[config.mk]
export PLATFORM = sky130hd
export DESIGN_NAME = instr_queue
export DESIGN_NICKNAME = d
export VERILOG_FILES = /design/src/rtl/fetch_pkg.sv /design/src/rtl/instr_queue.sv
export SDC_FILE = /design/constraint.sdc
export NUM_CORES = 1
export LEC_CHECK = 0
export CAP_MARGIN = 40
export CORE_ASPECT_RATIO = 1.75
export CORE_MARGIN = 2
export CORE_UTILIZATION = 39
export CTS_CLUSTER_SIZE = 12
export DETAILED_ROUTE_END_ITERATION = 6
export HOLD_SLACK_MARGIN = 0.1
export PLACE_DENSITY = 0.54
export SLEW_MARGIN = 10
export SYNTH_ARGS = -nofsm -noshare
export SYNTH_HDL_FRONTEND = slang
export SYNTH_SLANG_ARGS = --single-unit
[constraint.sdc]
create_clock -name clk -period 28.2 [get_ports clk]
set_input_delay 8.46 -clock clk [delete_from_list [all_inputs] [get_ports clk]]
set_output_delay 8.46 -clock clk [all_outputs]
set_load 0.005 [all_outputs]
[src/rtl/fetch_pkg.sv]
// fetch_pkg
// Shared types and constants for the fetch stage and its instruction queue.
//   iq_entry_t       : one queued fetch result {instr, pc, pc_next}, 96 bits
//   IQ_DEPTH_DEFAULT : default instruction queue depth
//   RESET_PC         : address fetch starts from after reset
package fetch_pkg;

  typedef struct packed {
    logic [31:0] instr;
    logic [31:0] pc;
    logic [31:0] pc_next;
  } iq_entry_t;

  localparam int          IQ_DEPTH_DEFAULT = 16;
  localparam logic [31:0] RESET_PC         = 32'h1eceb000;

endpackage

[src/rtl/instr_queue.sv]
// instr_queue
// Circular FIFO between fetch and decode/dispatch. Fetch pushes one
// {instr, pc, pc_next} entry per cycle; decode pops through a show-ahead
// head port. A flush (branch/mispredict) empties the queue in one cycle.
//
// Ports:
//   clk          : clock, all state updates on the rising edge
//   rst_n        : synchronous active-low reset, clears pointers and count
//   flush        : discard every entry; same-cycle enqueue/dequeue ignored
//   enqueue      : push request from fetch
//   instr_in     : instruction word to push
//   pc_in        : PC of instr_in
//   pc_next_in   : predicted next PC of instr_in
//   iq_full      : occupancy == DEPTH, back-pressures fetch
//   iq_empty     : occupancy == 0
//   dequeue      : pop request from decode
//   iq_valid     : head entry is valid
//   instr_out    : head instruction, 0 when empty
//   pc_out       : head PC, 0 when empty
//   pc_next_out  : head predicted next PC, 0 when empty
//   count        : current occupancy, 0..DEPTH
module instr_queue
  import fetch_pkg::*;
#(
  parameter  int DEPTH = IQ_DEPTH_DEFAULT,
  localparam int PTR_W = $clog2(DEPTH)
) (
  input  logic             clk,
  input  logic             rst_n,
  input  logic             flush,
  input  logic             enqueue,
  input  logic [31:0]      instr_in,
  input  logic [31:0]      pc_in,
  input  logic [31:0]      pc_next_in,
  output logic             iq_full,
  output logic             iq_empty,
  input  logic             dequeue,
  output logic             iq_valid,
  output logic [31:0]      instr_out,
  output logic [31:0]      pc_out,
  output logic [31:0]      pc_next_out,
  output logic [PTR_W:0]   count
);

  localparam logic [PTR_W:0] FULL_COUNT = (PTR_W + 1)'(DEPTH);

  iq_entry_t        entries [DEPTH];
  logic [PTR_W-1:0] wr_ptr;
  logic [PTR_W-1:0] rd_ptr;
  logic             push;
  logic             pop;
  iq_entry_t        head;

  // Full/empty are derived from count alone, since wr_ptr == rd_ptr is
  // ambiguous between the two. Being state-based, a same-cycle pop never
  // frees a slot for a push while full, and an empty queue never bypasses
  // the incoming entry to the head.
  assign iq_full  = (count == FULL_COUNT);
  assign iq_empty = (count == '0);
  assign iq_valid = !iq_empty;

  assign push = enqueue && !iq_full && !flush;
  assign pop  = dequeue && iq_valid && !flush;

  // The entry array carries no reset: an entry is only observable after
  // being written, and the head outputs are gated while empty.
  always_ff @(posedge clk) begin
    if (push) begin
      entries[wr_ptr] <= '{instr: instr_in, pc: pc_in, pc_next: pc_next_in};
    end
  end

  // Pointers and occupancy. Reset beats flush, flush beats push/pop.
  // Pointers are DEPTH-sized (power of two) so they wrap by overflow.
  always_ff @(posedge clk) begin
    if (!rst_n) begin
      wr_ptr <= '0;
      rd_ptr <= '0;
      count  <= '0;
    end else if (flush) begin
      wr_ptr <= '0;
      rd_ptr <= '0;
      count  <= '0;
    end else begin
      if (push) begin
        wr_ptr <= wr_ptr + PTR_W'(1);
      end
      if (pop) begin
        rd_ptr <= rd_ptr + PTR_W'(1);
      end
      unique case ({push, pop})
        2'b10:   count <= count + (PTR_W + 1)'(1);
        2'b01:   count <= count - (PTR_W + 1)'(1);
        default: count <= count;
      endcase
    end
  end

  // Show-ahead head read, forced to zero while the queue is empty so
  // decode never sees stale or uninitialised array contents.
  always_comb begin
    head        = entries[rd_ptr];
    instr_out   = '0;
    pc_out      = '0;
    pc_next_out = '0;
    if (!iq_empty) begin
      instr_out   = head.instr;
      pc_out      = head.pc;
      pc_next_out = head.pc_next;
    end
  end

endmodule

==> key figures <==
Status
  – Outcome: finished clean

Final layout
  – Layout cell share with drive strength beyond 1: 23.07%
  – Fin area: 68,660 um2
  – Nets: 2,870
  – Count of non-filler cells in the finished layout: 4,826
  – FILL cells: 12,467
  – Layout area overhead: 15.86%
  – Final core occ: 45.44%

Clock tree
  – # hold bufs at CTS: 0
  – CTS tree: yes
  – Clock Pin Slew Worst Setup and Hold Paths: 0.07 ns
  – H-tree levels: 4
  – Clock buffer depth: 3
  – Inserted Clock Buffers: 152
  – Clk root buf: clkbuf_16
  – Post-CTS sizing: 0
  – Skew-Pair Late Insertion Delay: 0.80 ns
  – Post-CTS setup buffer count: 0
  – Total clock sinks: 1,553

Critical path
  – Worst r2r path cells: 7
  – Worst setup SP type: flip-flop
  – CP Capture Type: output pin
  – Slowest stage delay, CP: 0.78 ns
  – Worst r2r src: count[1]
  – Crit path kind: reg -> out
  – Worst path bufs/invs: 5
  – Crit path max fanout: 41
  – Required @ worst endpoint: 19.74 ns
  – Crit path DAT: 4.57 ns
  – Crit-path most repeated cell: buf_4
  – Crit-path cells: buf_4 > buf_16 > buf_4 > buf_12 > mux4_2 > mux2i_1 > o22ai_1 > clkdlybuf4s50_1
  – RR Endpoint: entries[5][34]
  – Top delay family on crit path: buffers and inverters
  – Reg-to-reg slack, setup: 24.04 ns
  – Slowest-stage cell, CP: dfxtp_4

Yosys
  – Post-synthesis sequential area ratio: 78.41%
  – Syn avg cell area: 23.97 um2
  – Post-synth top flop: edfxtp_1
  – Cell taking the most area after synthesis: edfxtp_1
  – Yosys reg bits: 1,553
  – Post-Syn Nets: 2,581
  – Area contributors post-synth: edfxtp_1, mux4_2, mux2i_1
  – Cell Area, Synth: 59,260 um2
  – FFs w/ async S/R, synth: 0%
  – Post-synth EDFFs: 1,536
  – Synth Instances: 2,472
  – Netlist cell types: 41
  – Share of the synthesized area in the top cell type: 77.83%
  – Synth warn: 0

Placed design
  – Final Wtd Congestion: 0.7137
  – Dpl ws: 15.48 ns
  – # placed instances: 4,611
  – Final HPWL DP: 70,190 um
  – IO buf count: 204
  – Area post-placement: 64,140 um2

Power and ir drop
  – Cell area power density: 65.86 nW/um2
  – Pwr Total: 4.522 mW
  – LEAKAGE: 20.08 nW
  – Peak VDD IR: 66.97 uV

Floorplan
  – # IOs: 205
  – Core area: 151,100 um2
  – DIE WIDTH: 298.7 um
  – Die Area: 155,200 um2
  – Die H: 519.7 um
  – Initial core utilization: 39.22%
  – Num rows: 189

Timing
  – Final setup fails: 0
  – FMAX: 76.77 MHz
  – Final period util: 46.19%
  – Worst setup margin: 15.17 ns
  – Slew Limit Fails: 0
  – Fin Hold WS: 0.5176 ns
  – Skew final: 0.04344 ns
  – Hold Vio Cnt, Final: 0
  – RSZ-0062 raised after global routing: no
  – Worst slew pin tran: 1.063 ns
  – Slew Limit Headroom: 29.14%
  – Setup_tns: 0 ns
  – Crit path time final: 13.03 ns

Global route
  – Met1 usage: 23.28%
  – Congestion Overflow GR: 0
  – Largest net degree at the start of global routing: 133
  – Initial antenna violation count: 25
  – GRT met3 Usage: 4.165%
  – Met2 usage: 31.36%
  – GRT busiest layer: met2
  – Number of global-route vias before repair: 29,348
  – Global-route wire length before repair: 203,300 um
  – GRT Util Overall: 18.23%

Detailed routing
  – Per-cell routed wire length: 29.12 um
  – DRT antenna net count: 0
  – Routed vias/inst: 5.543
  – Drt total wl: 140,500 um
  – DRT Pass-1 Iters: 5
  – Vias: 26,752
  – # DRC: 0
  – First DRT Iteration DRCs: 2,191

Hold path
  – Min-delay src: rd_ptr[3]
  – Hold path endpoint: rd_ptr[3]
  – Hold crit path type: reg -> reg
  – Hold path cells: 2

Run
  – Maxcap violations: 0
[layer usage]
| metal | vias to the layer above | wire length (um) | share of wire (%) |
|---|---|---|---|
| met5 | - | 191 | 0.14 |
| met1 | 14688 | 57200 | 41 |
| met2 | 694 | 72260 | 51 |
| met4 | 32 | 2857 | 2.0 |
| met3 | 231 | 8000 | 5.7 |
| li1 | 11107 | - | - |
[sequential cells by signal, indices dropped and copies added (netlist names), named ones only]
register and cells:
rd_ptr 4, wr_ptr 4, count 5, entries 1536
[worst max path at each step]
| stage | to | cells after the start |
|---|---|---|
| 5_1_grt | instr_out[9] | 8 |
| 3_3_place_gp | instr_out[19] | 7 |
| 3_5_place_dp | entries[5][47] | 8 |
| 6_report | instr_out[9] | 8 |
| 2_1_floorplan | entries[0][0] | 4 |
| 4_1_cts | instr_out[18] | 8 |
[power by group]
group          switching, mW  internal [mW]  leakage [nW]
Sequential           0.00218           2.54          14.0
Clock                  0.862           1.02          2.14
Combinational         0.0563         0.0364          3.96
Total                  0.920           3.60          20.1
[cell type report]
cell class | count | area (um2) | share of cell area (%)
Multi-Input combinational cell | 775 | 11970 | 17.43
Inverter | 8 | 30.03 | 0.04374
Clock buffer | 181 | 3913 | 5.699
Sequential cell | 1553 | 46480 | 67.69
Clock inverter | 29 | 571.8 | 0.8328
Antenna cell | 4 | 10.01 | 0.01458
Timing Repair Buffer | 271 | 3183 | 4.636
Tap cell | 2005 | 2509 | 3.654
[worst register-to-register path: cells and delay by family, from the launching register on]
family / cells / cell delay, ns
buffers and inverters: 3 / 1.59
DFF: 1 / 0.58
and+or+nand+nor: 3 / 1.14
AOI/OAI and AO/OA: 1 / 0.48
[Yosys cell counts, types with 2 or more instances]
cell type	instances
buf_2	59
nand3_1	5
o22ai_1	96
xor2_1	5
buf_6	32
nor2b_1	2
buf_4	26
nand2_1	11
clkbuf_1	18
dfxtp_1	17
xnor2_1	2
nor3_1	5
nand4bb_1	2
mux4_2	384
ha_1	8
mux2i_1	196
a21oi_1	5
inv_1	7
nand2_2	2
edfxtp_1	1536
nor2_1	27
a211oi_1	2
o211ai_1	3
nand2b_1	5
[layout by cell type, fill, tap and decap left out, types with 12 or more instances in the layout]
cell,n
clkdlybuf4s50_1,204
buf_4,28
clkbuf_1,29
clkbuf_16,152
buf_12,19
clkinv_16,13
mux2i_1,196
edfxtp_1,1536
dfxtp_1,14
nor2_1,15
o22ai_1,96
mux4_2,384
buf_16,20
nor2_4,12
[cells by family (layout without fill, tap and decap cells)]
family                   count (synthesis)  count (layout)  synth area share, %
AO/OA/AOI/OAI                          113             113                1.210
XOR/XNOR                                 7               7               0.1035
adder cells (fa/ha/maj)                  8               8               0.1689
buffers and inverters                  144             489                1.607
flip-flops                            1553            1553                78.41
multiplexers                           580             580                17.90
other                                    0               4                    0
AND/OR/NAND/NOR                         67              67               0.5975
Note: power is estimated with default switching activity, not from simulation.
